## src/rtl/syscall_if.sv

```systemverilog
// Syscall bus between the execute stage and the syscall/display unit.
// The CPU side drives the request and register values and receives stall/halt.
interface syscall_if;
   logic        syscall;
   logic [31:0] v0;
   logic [31:0] a0;
   logic        stall;
   logic        halt;

   modport master (
      output syscall, v0, a0,
      input  stall, halt
   );

   modport slave (
      input  syscall, v0, a0,
      output stall, halt
   );
endinterface

```

## src/rtl/syscall_display.sv

```systemverilog
// Syscall service decoder with an 8-digit multiplexed seven-segment driver.
// Halt/pause freeze the CPU; any other service latches a0 for display.
module syscall_display #(
   parameter int unsigned SCAN_DIV   = 16,
   parameter logic [31:0] HALT_CODE  = 32'd10,
   parameter logic [31:0] PAUSE_CODE = 32'd50,
   parameter int unsigned CNT_W      = 32
) (
   input  logic        clk,
   input  logic        rst_n,
   syscall_if.slave    bus,
   input  logic        go,
   output logic [31:0] disp_val,
   output logic [31:0] sys_cnt,
   output logic [7:0]  seg,
   output logic [7:0]  an
);

   typedef enum logic [1:0] {
      RUN   = 2'd0,
      PAUSE = 2'd1,
      HALT  = 2'd2
   } state_t;

   state_t               state;
   logic                 stall_q;
   logic                 halt_q;
   logic                 go_q;
   logic                 go_rise;
   logic [CNT_W-1:0]     cnt;
   logic [SCAN_DIV+2:0]  scan;
   logic [2:0]           idx;
   logic [3:0]           nib;

   assign go_rise   = go & ~go_q;
   assign bus.stall = stall_q;
   assign bus.halt  = halt_q;
   assign sys_cnt   = 32'(cnt);

   // Service FSM: decode v0 on each syscall, hold stall until go or reset.
   always_ff @(posedge clk) begin
      if (!rst_n) begin
         state    <= RUN;
         stall_q  <= 1'b0;
         halt_q   <= 1'b0;
         go_q     <= 1'b0;
         disp_val <= 32'd0;
         cnt      <= '0;
      end else begin
         go_q <= go;
         unique case (state)
            RUN: begin
               if (bus.syscall) begin
                  cnt <= cnt + 1'b1;
                  if (bus.v0 == HALT_CODE) begin
                     state   <= HALT;
                     stall_q <= 1'b1;
                     halt_q  <= 1'b1;
                  end else if (bus.v0 == PAUSE_CODE) begin
                     state   <= PAUSE;
                     stall_q <= 1'b1;
                  end else begin
                     disp_val <= bus.a0;
                  end
               end
            end
            PAUSE: begin
               if (go_rise) begin
                  state   <= RUN;
                  stall_q <= 1'b0;
               end
            end
            HALT: begin
               state <= HALT;
            end
            default: begin
               state   <= RUN;
               stall_q <= 1'b0;
               halt_q  <= 1'b0;
            end
         endcase
      end
   end

   // Free-running scan counter; top three bits select the lit digit.
   always_ff @(posedge clk) begin
      if (!rst_n) scan <= '0;
      else        scan <= scan + 1'b1;
   end

   assign idx = scan[SCAN_DIV+2:SCAN_DIV];
   assign nib = disp_val[{idx, 2'b00} +: 4];
   assign an  = ~(8'h01 << idx);

   // Hex digit to active-low segment pattern, decimal point off.
   always_comb begin
      seg = 8'hFF;
      case (nib)
         4'h0: seg = 8'hC0;
         4'h1: seg = 8'hF9;
         4'h2: seg = 8'hA4;
         4'h3: seg = 8'hB0;
         4'h4: seg = 8'h99;
         4'h5: seg = 8'h92;
         4'h6: seg = 8'h82;
         4'h7: seg = 8'hF8;
         4'h8: seg = 8'h80;
         4'h9: seg = 8'h90;
         4'hA: seg = 8'h88;
         4'hB: seg = 8'h83;
         4'hC: seg = 8'hC6;
         4'hD: seg = 8'hA1;
         4'hE: seg = 8'h86;
         4'hF: seg = 8'h8E;
         default: seg = 8'hFF;
      endcase
   end

endmodule

```

## src/flat_wrapper.sv

```systemverilog
// flat-port wrapper written by rule: the top's interface ports become plain ports
module syscall_display_flat 
#(
   parameter int unsigned SCAN_DIV   = 16,
   parameter logic [31:0] HALT_CODE  = 32'd10,
   parameter logic [31:0] PAUSE_CODE = 32'd50,
   parameter int unsigned CNT_W      = 32
)
  (clk, rst_n, go, disp_val, sys_cnt, seg, an, bus_syscall, bus_v0, bus_a0, bus_stall, bus_halt);
  syscall_if bus_i ();
  input  logic clk;
  input  logic rst_n;
  input  logic go;
  output logic [31:0] disp_val;
  output logic [31:0] sys_cnt;
  output logic [7:0] seg;
  output logic [7:0] an;
  input wire logic [$bits(bus_i.syscall)-1:0] bus_syscall;
  input wire logic [$bits(bus_i.v0)-1:0] bus_v0;
  input wire logic [$bits(bus_i.a0)-1:0] bus_a0;
  output wire logic [$bits(bus_i.stall)-1:0] bus_stall;
  output wire logic [$bits(bus_i.halt)-1:0] bus_halt;
  assign bus_i.syscall = bus_syscall;
  assign bus_i.v0 = bus_v0;
  assign bus_i.a0 = bus_a0;
  assign bus_stall = bus_i.stall;
  assign bus_halt = bus_i.halt;
  syscall_display #(.SCAN_DIV(SCAN_DIV), .HALT_CODE(HALT_CODE), .PAUSE_CODE(PAUSE_CODE), .CNT_W(CNT_W)) u_core (.clk(clk), .rst_n(rst_n), .bus(bus_i), .go(go), .disp_val(disp_val), .sys_cnt(sys_cnt), .seg(seg), .an(an));
endmodule
```

## config.mk

```make
export PLATFORM = sky130hd
export DESIGN_NAME = syscall_display_flat
export DESIGN_NICKNAME = d
export VERILOG_FILES = /design/src/rtl/syscall_if.sv /design/src/rtl/syscall_display.sv /design/src/flat_wrapper.sv
export SDC_FILE = /design/constraint.sdc
export NUM_CORES = 1
export LEC_CHECK = 0
export CELL_PAD_IN_SITES_DETAIL_PLACEMENT = 0
export CELL_PAD_IN_SITES_GLOBAL_PLACEMENT = 2
export CORE_ASPECT_RATIO = 0.9
export CORE_MARGIN = 5
export CORE_UTILIZATION = 26
export DETAILED_ROUTE_END_ITERATION = 6
export PLACE_DENSITY = 0.78
export SLEW_MARGIN = 20
export SYNTH_ARGS = -nofsm -noshare
export SYNTH_HDL_FRONTEND = slang
export SYNTH_SLANG_ARGS = --single-unit
```

## constraint.sdc

```tcl
create_clock -name clk -period 2.9 [get_ports clk]
set_input_delay 0.29 -clock clk [delete_from_list [all_inputs] [get_ports clk]]
set_output_delay 0.29 -clock clk [all_outputs]
set_load 0.01 [all_outputs]
```

==> results.cfg <==
[layout]
nets = 741
diodes = 0
syn2layout_area_growth_pct = 46.1
drive_gt1_share_pct = 9.30
layout_commonest_cell = clkdlybuf4s50_1
n_fill_cell = 1700
design_area_mm2 = 0.00654
final_cell_mix = clkdlybuf4s50_1, dfxtp_1, nand3_1
final_cells = 878

[global_routing]
grt-ovfl-total = 0
grt_max_degree = 65
antenna_found_initial = 0
grt_pass1_wl_mm = 21.3
grt_pass1_vias = 4092
grt_usage_pct = 13.3

[clocking]
clockRootBuffer = clkbuf_16
cts_inserted_buffers = 9
clock_latency_ps = 350
cts_hold_buf = 0
htreeDepth = 3
clk_pin_slew_ps = 70
clockBufferDepth = 2
cts_sinks = 88
cts_tree = yes

[yosys]
yosysUniqueCellTypes = 52
postSynthCellCount = 517
ys_seq_area_share_pct = 39.4
syn_avg_cell_area_um2 = 8.65
synth.cell_area_mm2 = 0.00447
synth_seq_cells = 88
syn_nets = 596
yosysWarnings = 0

[worst_setup_path]
endpoint_kind = output pin
start_kind = register
rr_startpoint = u_core.state[1]$_SDFFE_PN0P_
cp.arrival_ps = 2520
setup.worst_path.class = reg2out
critPathRequiredTime_ps = 2610
rr_endpoint = u_core.sys_cnt[14]$_SDFFE_PN0P_
startpoint = u_core.scan[18]$_SDFF_PN0_
critPathMaxFanout = 12
rrSetupSlack_ps = 710
rr_worst_depth = 7

[power]
peakVddDrop_mv = 0.272
swShare_pct = 25.4
power.share.clock_pct = 40.5
switching_power_mw = 0.693
cellLeakagePower_nw = 2.42
combPwrFrac_pct = 12.6
pwr_density_cell_mw_per_mm2 = 417
p_seq_share_pct = 46.9
finalPower_mw = 2.72
p_int_mw = 2.03

[sta]
timing.final.crit_share_pct = 96.8
setup_violations = 0
tightest_slew_ps = 641
totalNegativeSetupSlack_ps = 0
slew_violations = 0
hold_viol_final = 0
max_freq_ghz = 0.356
maxSlewHeadroom_pct = 56.6
skew_ps = 11.2
period_minus_slack_ps = 2810

[drt]
wl_per_cell_um = 15.3
drt_iter0_drc = 164
drc = 0
totalWireLength_mm = 13.4
num_vias = 4071
firstDrtPassIters = 4
viasPerCell = 4.64
postRouteAntennaNets = 0

[place]
place_congestion = 0.859
placed_area_mm2 = 0.00620
dp.cells = 860
port-buffer-count = 148
dp_hpwl_mm = 10.2

[floorplan]
die-height_um = 134
dieArea_mm2 = 0.0199
fp.coreArea_mm2 = 0.0169
start_util_pct = 26.5
rows = 45
die_w_um = 148
pin_count = 150

[hold_path]
hold_path_class = in2reg
hp-start = rst_n
whs_endpoint = u_core.sys_cnt[31]$_SDFFE_PN0P_
holdPathStages = 3

[run]
maxCapViolCount = 0

[run_status]
status = completed
==> synthesized netlist by cell type (all sizes together) <==
library cell  instances  share of area (%)
nand2b                5               0.70
a21oi                 2               0.22
o21a                  1               0.17
o211ai                3               0.50
conb                  1              0.084
xnor2                27                5.3
nor2b                 6               0.84
nor3                 10                1.1
o41ai                 1               0.20
nand4b                1               0.20
inv                  15                1.3
mux4                  2                1.0
a41oi                 1               0.20
a211o                 2               0.39
o32ai                 1               0.20
dfxtp                88                 39
or3                  10                1.4
o21ai                42                4.7
a22o                  3               0.59
nand3b                1               0.17
o22ai                 4               0.56
clkbuf               18                1.6
o221ai                1               0.20
buf                  14                2.3
nand4                17                2.4
xor2                 13                2.5
o22a                  1               0.20
o31ai                 2               0.34
a221oi                1               0.34
mux2i                11                2.5
a21boi                7                1.2
nand2                52                4.4
and3                  7               0.98
ha                   11                3.1
or2                   2               0.28
nor4                  6               0.98
and2                 41                5.7
nand3                54                6.0
nor2                 15                1.4
and4                  4               0.78
mux2                  9                2.3
nor3b                 2               0.34
o311ai                1               0.59
nor4b                 2               0.53
==> through the flow <==
step	hold slack (ps)	setup slack, ps	util [%]
3_5_place_dp	457	52.9	36.7
4_1_cts	473	65.5	38.6
3_3_place_gp	451	189	36.7
2_1_floorplan	412	446	-
6_report	471	91.4	38.7
5_1_grt	490	-2.43	38.7
==> logic make-up (layout without fill, tap and decap cells) <==
family,count (synthesis),in the layout,synth area share (%)
fa+ha+maj,11,11,3.08
compound gates,73,73,10.5
other cells,1,1,0.0838
buf+inv,47,197,5.15
flops,88,88,39.4
xor+xnor,40,40,7.83
mux,22,22,5.73
simple gates,235,235,28.2
==> final cells by class <==
| class | count | area, µm² | area share (%) |
|---|---|---|---|
| clock buffers | 9 | 225 | 3.45 |
| clock inverters | 7 | 55.1 | 0.842 |
| inverters | 15 | 56.3 | 0.861 |
| multi-input cells | 382 | 2500 | 38.2 |
| flip-flops and latches | 88 | 1770 | 27.0 |
| well taps | 211 | 264 | 4.04 |
| repair buffers | 166 | 1670 | 25.6 |
==> routing by layer <==
| layer | vias up | global-route usage, % | part of all wire [%] |
|---|---|---|---|
| met3 | 13 | 2.50 | 3.8 |
| met4 | 0 | 5.03 | 1.8 |
| met5 | - | 0 | 0 |
| li1 | 2097 | - | - |
| met1 | 1885 | 17.3 | 48 |
| met2 | 76 | 21.9 | 47 |
==> flip-flops by register name (all words and copies together) (netlist names) <==
name	count
u_core.scan	19
u_core.disp_val	32
u_core.bus.stall	1
u_core.go_q	1
u_core.sys_cnt	32
u_core.bus.halt	1
u_core.state	2
==> worst max-delay path by stage <==
stage / to / slack, ps / depth (start not counted)
final: seg[0] / 90 / 10
after global routing: seg[0] / -2 / 9
after CTS: seg[0] / 70 / 10
after detailed placement: seg[0] / 50 / 7
after global placement: seg[0] / 190 / 7
after floorplan: seg[2] / 450 / 7
==> worst max-delay path, cell delays in order (launching register included) <==
cell and delay (ps):
dfxtp_2 350, buf_12 140, mux2_2 360, o22ai_2 190, a221oi_2 60, buf_4 170, ha_1 210, inv_1 90
nor3_1 60, a211o_1 260, dlygate4sd2_1 290
==> power by group through the flow <==
stage | sequential (mW) | combinational (mW) | clock, mW
floorplan | 1.30 | 0.132 | 0
global placement | 1.31 | 0.347 | 0
detailed placement | 1.30 | 0.351 | 0
CTS | 1.28 | 0.346 | 1.15
global route | 1.28 | 0.372 | 1.19
finish | 1.28 | 0.342 | 1.10
==> what timing repair did <==
| action | CTS | global route |
|---|---|---|
| buffers inserted | 0 | 1 |
| endpoints found under the setup margin | 7 | 1 |
| cloned | 1 | 0 |
| gates resized for setup | 13 | 3 |
Note: power is estimated with default switching activity, not from simulation.
